`config.mk`:
```
export PLATFORM = sky130hd
export DESIGN_NAME = alu_sequencer_flat
export DESIGN_NICKNAME = d
export VERILOG_FILES = /design/src/rtl/relay_pkg.sv /design/src/rtl/alu_sequencer_if.sv /design/src/rtl/alu_core.sv /design/src/rtl/alu_sequencer.sv /design/src/flat_wrapper.sv
export SDC_FILE = /design/constraint.sdc
export NUM_CORES = 1
export LEC_CHECK = 0
export CORE_UTILIZATION = 50
export DETAILED_ROUTE_END_ITERATION = 16
export DONT_BUFFER_PORTS = 1
export GPL_TIMING_DRIVEN = 0
export MAX_ROUTING_LAYER = met4
export PLACE_DENSITY = 0.69
export SLEW_MARGIN = 20
export SYNTH_ARGS = -nofsm -noshare
export SYNTH_HDL_FRONTEND = slang
export SYNTH_SLANG_ARGS = --single-unit
```
`constraint.sdc`:
```
create_clock -name clock -period 6.5 [get_ports clock]
set_clock_uncertainty 0.1 [all_clocks]
set_input_delay 1.3 -clock clock [delete_from_list [all_inputs] [get_ports clock]]
set_output_delay 1.3 -clock clock [all_outputs]
set_load 0.005 [all_outputs]
```
`src/rtl/relay_pkg.sv`:
```
// Shared types for the relay ALU sequencer:
// opcode, destination, FSM state and captured request.
package relay_pkg;

  typedef enum logic [2:0] {
    OP_ADD = 3'b000,
    OP_INC = 3'b001,
    OP_AND = 3'b010,
    OP_OR  = 3'b011,
    OP_XOR = 3'b100,
    OP_NOT = 3'b101,
    OP_SHL = 3'b110,
    OP_CLR = 3'b111
  } alu_op_t;

  typedef enum logic {
    DEST_A = 1'b0,
    DEST_D = 1'b1
  } dest_t;

  typedef enum logic [1:0] {
    ST_IDLE   = 2'd0,
    ST_SETTLE = 2'd1,
    ST_WRITE  = 2'd2
  } state_t;

  typedef struct packed {
    alu_op_t    op;
    dest_t      dest;
    logic [7:0] b;
    logic [7:0] c;
  } alu_req_t;

endpackage

```
`src/rtl/alu_sequencer_if.sv`:
```
// Request/result bundle between the register file
// controller and the ALU sequencer.
interface alu_sequencer_if;
  import relay_pkg::*;

  logic       start;
  alu_op_t    op;
  dest_t      dest;
  logic [7:0] b;
  logic [7:0] c;
  logic       busy;
  logic       done;
  logic [7:0] alu_result;
  logic       ldA;
  logic       ldD;
  logic       flag_z;
  logic       flag_c;
  logic       flag_s;

  modport master (
    output start, op, dest, b, c,
    input  busy, done, alu_result,
    input  ldA, ldD, flag_z, flag_c, flag_s
  );

  modport slave (
    input  start, op, dest, b, c,
    output busy, done, alu_result,
    output ldA, ldD, flag_z, flag_c, flag_s
  );

endinterface

```
`src/rtl/alu_core.sv`:
```
// Combinational ALU: op, b, c -> result, carry.
// Carry is only meaningful for ADD and INC.
module alu_core
  import relay_pkg::*;
(
  input  alu_op_t    op,
  input  logic [7:0] b,
  input  logic [7:0] c,
  output logic [7:0] result,
  output logic       carry
);

  always_comb begin
    result = 8'h00;
    carry  = 1'b0;
    unique case (op)
      OP_ADD: {carry, result} = {1'b0, b} + {1'b0, c};
      OP_INC: {carry, result} = {1'b0, b} + 9'd1;
      OP_AND: result = b & c;
      OP_OR:  result = b | c;
      OP_XOR: result = b ^ c;
      OP_NOT: result = ~b;
      OP_SHL: result = {b[6:0], b[7]};
      OP_CLR: result = 8'h00;
      default: ;
    endcase
  end

endmodule

```
`src/rtl/alu_sequencer.sv`:
```
// Relay ALU sequencer: captures a request, waits the
// relay settle time, then registers and strobes the result.
module alu_sequencer
  import relay_pkg::*;
#(
  parameter int unsigned SETTLE = 3
) (
  input  logic            clock,
  input  logic            reset,
  alu_sequencer_if.slave  bus
);

  state_t     state;
  logic [3:0] cnt;
  alu_req_t   req;
  logic [7:0] result;
  logic       fz;
  logic       fc;
  logic       fs;
  logic [7:0] res_d;
  logic       carry_d;

  alu_core u_core (
    .op     (req.op),
    .b      (req.b),
    .c      (req.c),
    .result (res_d),
    .carry  (carry_d)
  );

  always_ff @(posedge clock) begin
    if (reset) begin
      state  <= ST_IDLE;
      cnt    <= 4'd0;
      req    <= '0;
      result <= 8'h00;
      fz     <= 1'b1;
      fc     <= 1'b0;
      fs     <= 1'b0;
    end else begin
      unique case (state)
        ST_IDLE: begin
          if (bus.start) begin
            req   <= '{op: bus.op, dest: bus.dest,
                       b: bus.b, c: bus.c};
            cnt   <= 4'(SETTLE - 1);
            state <= ST_SETTLE;
          end
        end
        ST_SETTLE: begin
          if (cnt == 4'd0) begin
            result <= res_d;
            fz     <= (res_d == 8'h00);
            fc     <= carry_d;
            fs     <= res_d[7];
            state  <= ST_WRITE;
          end else begin
            cnt <= cnt - 4'd1;
          end
        end
        ST_WRITE: state <= ST_IDLE;
        default:  state <= ST_IDLE;
      endcase
    end
  end

  assign bus.busy       = (state != ST_IDLE);
  assign bus.done       = (state == ST_WRITE);
  assign bus.ldA        = bus.done && (req.dest == DEST_A);
  assign bus.ldD        = bus.done && (req.dest == DEST_D);
  assign bus.alu_result = result;
  assign bus.flag_z     = fz;
  assign bus.flag_c     = fc;
  assign bus.flag_s     = fs;

endmodule

```
`src/flat_wrapper.sv`:
```
// flat-port wrapper written by rule: the top's interface ports become plain ports
module alu_sequencer_flat import relay_pkg::*;
#(
  parameter int unsigned SETTLE = 3
)
  (clock, reset, bus_start, bus_op, bus_dest, bus_b, bus_c, bus_busy, bus_done, bus_alu_result, bus_ldA, bus_ldD, bus_flag_z, bus_flag_c, bus_flag_s);
  alu_sequencer_if bus_i ();
  input  logic clock;
  input  logic reset;
  input wire logic [$bits(bus_i.start)-1:0] bus_start;
  input wire logic [$bits(bus_i.op)-1:0] bus_op;
  input wire logic [$bits(bus_i.dest)-1:0] bus_dest;
  input wire logic [$bits(bus_i.b)-1:0] bus_b;
  input wire logic [$bits(bus_i.c)-1:0] bus_c;
  output wire logic [$bits(bus_i.busy)-1:0] bus_busy;
  output wire logic [$bits(bus_i.done)-1:0] bus_done;
  output wire logic [$bits(bus_i.alu_result)-1:0] bus_alu_result;
  output wire logic [$bits(bus_i.ldA)-1:0] bus_ldA;
  output wire logic [$bits(bus_i.ldD)-1:0] bus_ldD;
  output wire logic [$bits(bus_i.flag_z)-1:0] bus_flag_z;
  output wire logic [$bits(bus_i.flag_c)-1:0] bus_flag_c;
  output wire logic [$bits(bus_i.flag_s)-1:0] bus_flag_s;
  assign bus_i.start = bus_start;
  assign bus_i.op = bus_op;
  assign bus_i.dest = bus_dest;
  assign bus_i.b = bus_b;
  assign bus_i.c = bus_c;
  assign bus_busy = bus_i.busy;
  assign bus_done = bus_i.done;
  assign bus_alu_result = bus_i.alu_result;
  assign bus_ldA = bus_i.ldA;
  assign bus_ldD = bus_i.ldD;
  assign bus_flag_z = bus_i.flag_z;
  assign bus_flag_c = bus_i.flag_c;
  assign bus_flag_s = bus_i.flag_s;
  alu_sequencer #(.SETTLE(SETTLE)) u_core (.clock(clock), .reset(reset), .bus(bus_i));
endmodule
```
[Word-level counts from Yosys, hierarchy flattened]
Cells that the tools add are included.
Word-level totals
  bits in registers: 37
  latch bits: 0
  RAM bits: 0
  memory bits (read-only): 0
  bits of input ports: 23
  output and inout bits: 15
  word-level logic and storage cells: 50
  memories: 0
Cells by class
  $add $sub $neg: 3
  $mul: 0
  divide/modulo/power cells: 0
  order comparisons: 0
  equality and inequality tests: 12
  shifts and indexed selects: 0
  mux-type cells: 8
  bitwise logic cells: 5
  reductions and logical operators: 12
Operators with widths (number)
  $pmux 8 s8: 1
  $eq 3x3->1 const B: 4
  $add 8x1->9 const B: 1
  $add 8x8->9: 1
  $and 8x8->8: 1
  $logic_not 8->1: 1
  $mux 4: 2
  $not 8->8: 1
  $or 8x8->8: 1
  $pmux 4 s2: 1
  $xor 8x8->8: 1
  $eq 3x2->1 const B: 2
  $ne 2x2->1 const B: 3
  $reduce_and 2->1: 3
  $logic_not 4->1: 1
  $mux 2: 2
  $pmux 2 s2: 1
  $reduce_bool 2->1: 2
  $sub 4x1->4 const B: 1
  $eq 3x1->1 const B: 1
  $logic_not 3->1: 1
  $reduce_and 3->1: 1
  $eq 2x1->1 const B: 1
  $eq 2x2->1 const B: 1
  4 further kinds: 5

[Longest topological paths before layout]
  depth in word-level cells: 3
  gate-level depth with buffers: 9
  depth with buffers taken out: 9

[Modules after synthesis]
From an unflattened synthesis, not the netlist that was laid out.
Unflattened totals
  cells, all modules: 341
  area total of the unflattened synthesis: 2601.2 um2
Modules (own cells, without submodules)
  alu_sequencer: instances 1, cells an instance 177, area each 1452.6 um2, sequential area each 720.7 um2
  alu_core: instances 1, cells an instance 164, area each 1148.6 um2, sequential area each 0.0 um2

[Worst setup path before layout]
No wires, ideal clock.
  path type: register to register
  start: register u_core.req[10] in the netlist's numbering
  end: register u_core.fz, in the netlist u_core.bus.flag_z
  library setup time: 84 ps
  arrival time: 2013 ps
  data required time: 6316 ps
  slack: 4303 ps
  stages on the path, launching flop included: 8
  path buffers: 0
  period minus slack after synthesis: 2197 ps
  path through: dfxtp_1 inv_2 ha_1 mux2_2 mux4_2 a211oi_1 nand4_1 o31ai_2
On the way
  word-level cells in the longest chain between the ends: 3
  elaborated cells between the ends (all ways): 8
  those cells by class: add/sub (2); mux (1); bitwise (4); reduce/logical (1)
RTL lines
  from (decl): line alu_sequencer.sv:15  | alu_req_t req;
  from (signal assigned): line alu_sequencer.sv:44  | req <= '{op: bus.op, dest: bus.dest,
  $add 8x1->9 (tied with other cells): line alu_core.sv:18  | OP_INC: {carry, result} = {1'b0, b} + 9'd1;
  $pmux 8 s8 *: line alu_core.sv:16  | unique case (op)
  $logic_not 8->1 *: line alu_sequencer.sv:53  | fz <= (res_d == 8'h00);
  to (signal assigned): line alu_sequencer.sv:53
  to (decl): line alu_sequencer.sv:17  | logic fz;
Mark *: on every way between the ends. The rest lies on a longest branch, timed or not.
A chain may end at the register's enable or synchronous reset.

[Worst setup path in the final report]
  start: register u_core.req[8] in the netlist's numbering
  end: register u_core.fz, in the netlist u_core.bus.flag_z
Same word-level chain as after synthesis.

==> metrics.md <==
| Metric | Value |
|---|---|
| Layout Nets | `slightly below 400` |
| Primary FF master, synth | `dfxtp_1` |
| Final number of hold-violating endpoints | `0` |
| Commonest non-fill, non-tap cell in the layout | `nand2_1` |
| Most frequent cells in the layout | `nand2_1, dfxtp_1, a21oi_1, inv_1` |
| Total Wirelength | `6.11 mm` |
| Syn Nets | `381` |
| Worst-Skew Late Latency | `between 0.2 and 0.3 ns` |
| Slew HR | `0.664` |
| Multi-input combinational cell area | `0.00159 sq mm` |
| Max Fclk | `0.361 GHz` |
| DP Wirelength | `4.71 mm` |
| Initial core utilization | `0.525` |
| Vias in the first global route | `2081` |
| Routed length per instance | `about 15 um` |
| Routed via count | `between 2000 and 2500` |
| Post_cts resized | `0` |
| CTS tree | `done` |
| H-tree Lvls | `2` |
| Seq/Total Area, Yosys | `0.287` |
| Post-Layout Cell Count | `between 400 and 500` |
| DRT iter0 DRCs | `approximately 120` |
| Number of inserted diodes | `0` |
| Crit Path Class | `reg -> reg` |
| Final setup violation count | `0` |
| Ys Warns | `0` |
| Initial DRT Pass Iterations | `6` |
| RSZ-0062 raised after global routing | `no` |
| Outcome | `finished clean` |
| Die Area | `~0.0053 sq mm` |
| Die Ht | `72.9 um` |
| Period utilization | `0.426` |
| Reg area | `721 sq um` |
| CTS sink cnt | `36` |
| Total gr overflow | `0` |
| HP Class | `reg -> reg` |
| Post-synth EDFFs | `0` |
| Crit start category | `register` |
| Critical Path, Cell by Cell | `ha_1 -> inv_1 -> fa_1 -> nor2b_1 -> o31a_1 -> a211oi_1 -> a211oi_1 -> nand4_1 -> o31ai_2` |
| Postcts setup bufs | `0` |
| Worst Path Buf+Inv | `1` |
| PortBufs | `0` |
| WP data arrival | `between 2 and 3 ns` |
| Crit path largest cell delay | `0.46 ns` |
| Placed insts | `405` |
| Final Slew Violations | `0` |
| Top-Level Pins | `38` |
| #FFs+latches synth | `36` |
| Hold slack | `0.371 ns` |
| Core area | `0.00479 sq mm` |
| Syn Area/Cell | `7.43 sq um` |
| Dominant cell type by area after synthesis | `dfxtp_1` |
| Clk root buf | `clkbuf_8` |
| CTS clk-pin slew, worst paths | `0.08 ns` |
| Asr flop ratio synth | `0` |
| Mapped cell area | `about 0.0025 sq mm` |
| Worst Path Required | `around 6.6 ns` |
| Largest net degree at the start of global routing | `13` |
| CP max FO | `6` |
| Crit-path slowest cell | `dfxtp_1` |
| CTS Buffer Depth | `2` |
| Delay-heaviest family, CP | `compound AO/OA/AOI/OAI gates` |
| Netlist cell types | `50` |
| Antenna viol nets, final | `0` |
| Max IR drop VDD | `143 uV` |
| Chip Width | `about 73 um` |
| Hold buffers post-CTS | `0` |
| Max cap viols | `0` |
| CP endpoint kind | `register` |
| Fill cells | `496` |
| Fin util | `0.565` |
| First-pass GRT wire length | `10.0 mm` |
| Setup Total Neg Slack | `0 ns` |
| Placer congestion estimate | `0.881` |
| Area Growth Syn to Fin | `7.77%` |
| Mapped Cells | `338` |
| Synth top area cells | `dfxtp_1, ha_1, nand2_1, a21oi_1, inv_1` |
| Slew @ Worst Pin | `roughly 0.5 ns` |
| Share of cells above drive strength 1 | `0.0665` |
| Period minus WS final | `around 2.8 ns` |
| Pwr Total | `597 uW` |
| Site row count | `25` |
| TritonCTS buffer count | `5` |
| Overall routing resource usage | `0.255` |
| Leak | `1.06 nW` |
| Crit-path most repeated cell | `a211oi_1` |
| Synth top area share | `0.287` |
| Initial antenna violation count | `0` |
| Drt drc | `0` |
| Pwr per Cell Area | `220 mW/mm^2` |
| Vias per cell | `roughly 5.5` |
-- cell usage after synthesis (7+ instances only) --
master	n
nor2b_1	10
clkbuf_1	15
a21oi_1	34
nor2_1	19
nand2_1	56
inv_1	25
o21ai_0	18
nand3_1	8
nor3_1	7
ha_1	19
nand2b_1	10
a211oi_1	7
xnor2_1	7
dfxtp_1	36
-- routing by layer --
| metal | routed length [um] | track usage | share of wire |
|---|---|---|---|
| met1 | 2990 | 0.348 | 0.49 |
| met2 | 2730 | 0.373 | 0.45 |
| met3 | 288 | 0.0428 | 0.047 |
| met4 | 91 | 0.107 | 0.015 |
| met5 | 0 | - | 0 |
-- flip-flops by register name, indices dropped and copies added (netlist names) --
name / cells
u_core.bus.flag_z: 1
u_core.state: 2
u_core.bus.flag_s: 1
u_core.bus.alu_result: 7
u_core.cnt: 4
u_core.req: 20
u_core.bus.flag_c: 1
-- tightest hold or removal path: cells and delay by family (launching register included) --
family,cells,cell delay (ns)
simple gates,1,0.05
flops,1,0.32
compound gates,1,0.05
-- cell families after synthesis --
group,synth area share
DFF,0.287
and+or+nand+nor,0.265
buffers and inverters,0.0787
xor gates and xnor gates,0.0314
muxes,0.0299
AOI/OAI and AO/OA,0.205
adders and majority gates,0.103
-- per-stage QoR --
step	worst slack [ns]	area (sq um)
floorplan	4.30	2510
global placement	3.88	2590
detailed placement	3.80	2590
CTS	3.80	2710
global route	3.60	2710
finish	3.73	2710
-- final timing paths --
path / start / to / slack (ns) / depth (start not counted)
max: u_core.req[8] / u_core.bus.flag_z / 3.73 / 9
min: u_core.req[16] / u_core.req[16] / 0.37 / 2
max reg2reg: u_core.req[8] / u_core.bus.flag_z / 3.73 / 9
min reg2reg: u_core.req[16] / u_core.req[16] / 0.37 / 2
-- power breakdown --
part	internal, mW	total [mW]	leakage [nW]	switching, mW
Combinational	0.0581	0.145	0.706	0.0869
Clock	0.114	0.197	0.0541	0.0834
Sequential	0.237	0.255	0.295	0.0177
-- layout make-up --
type                    instances  share of cell area
clock buffers                   5              0.0254
flip-flops and latches         36               0.266
multi-input cells             254               0.589
clock inverters                 3              0.0157
plain buffers                  22              0.0370
well taps                      67              0.0310
inverters                      26              0.0361
Note: power is estimated with default switching activity, not from simulation.
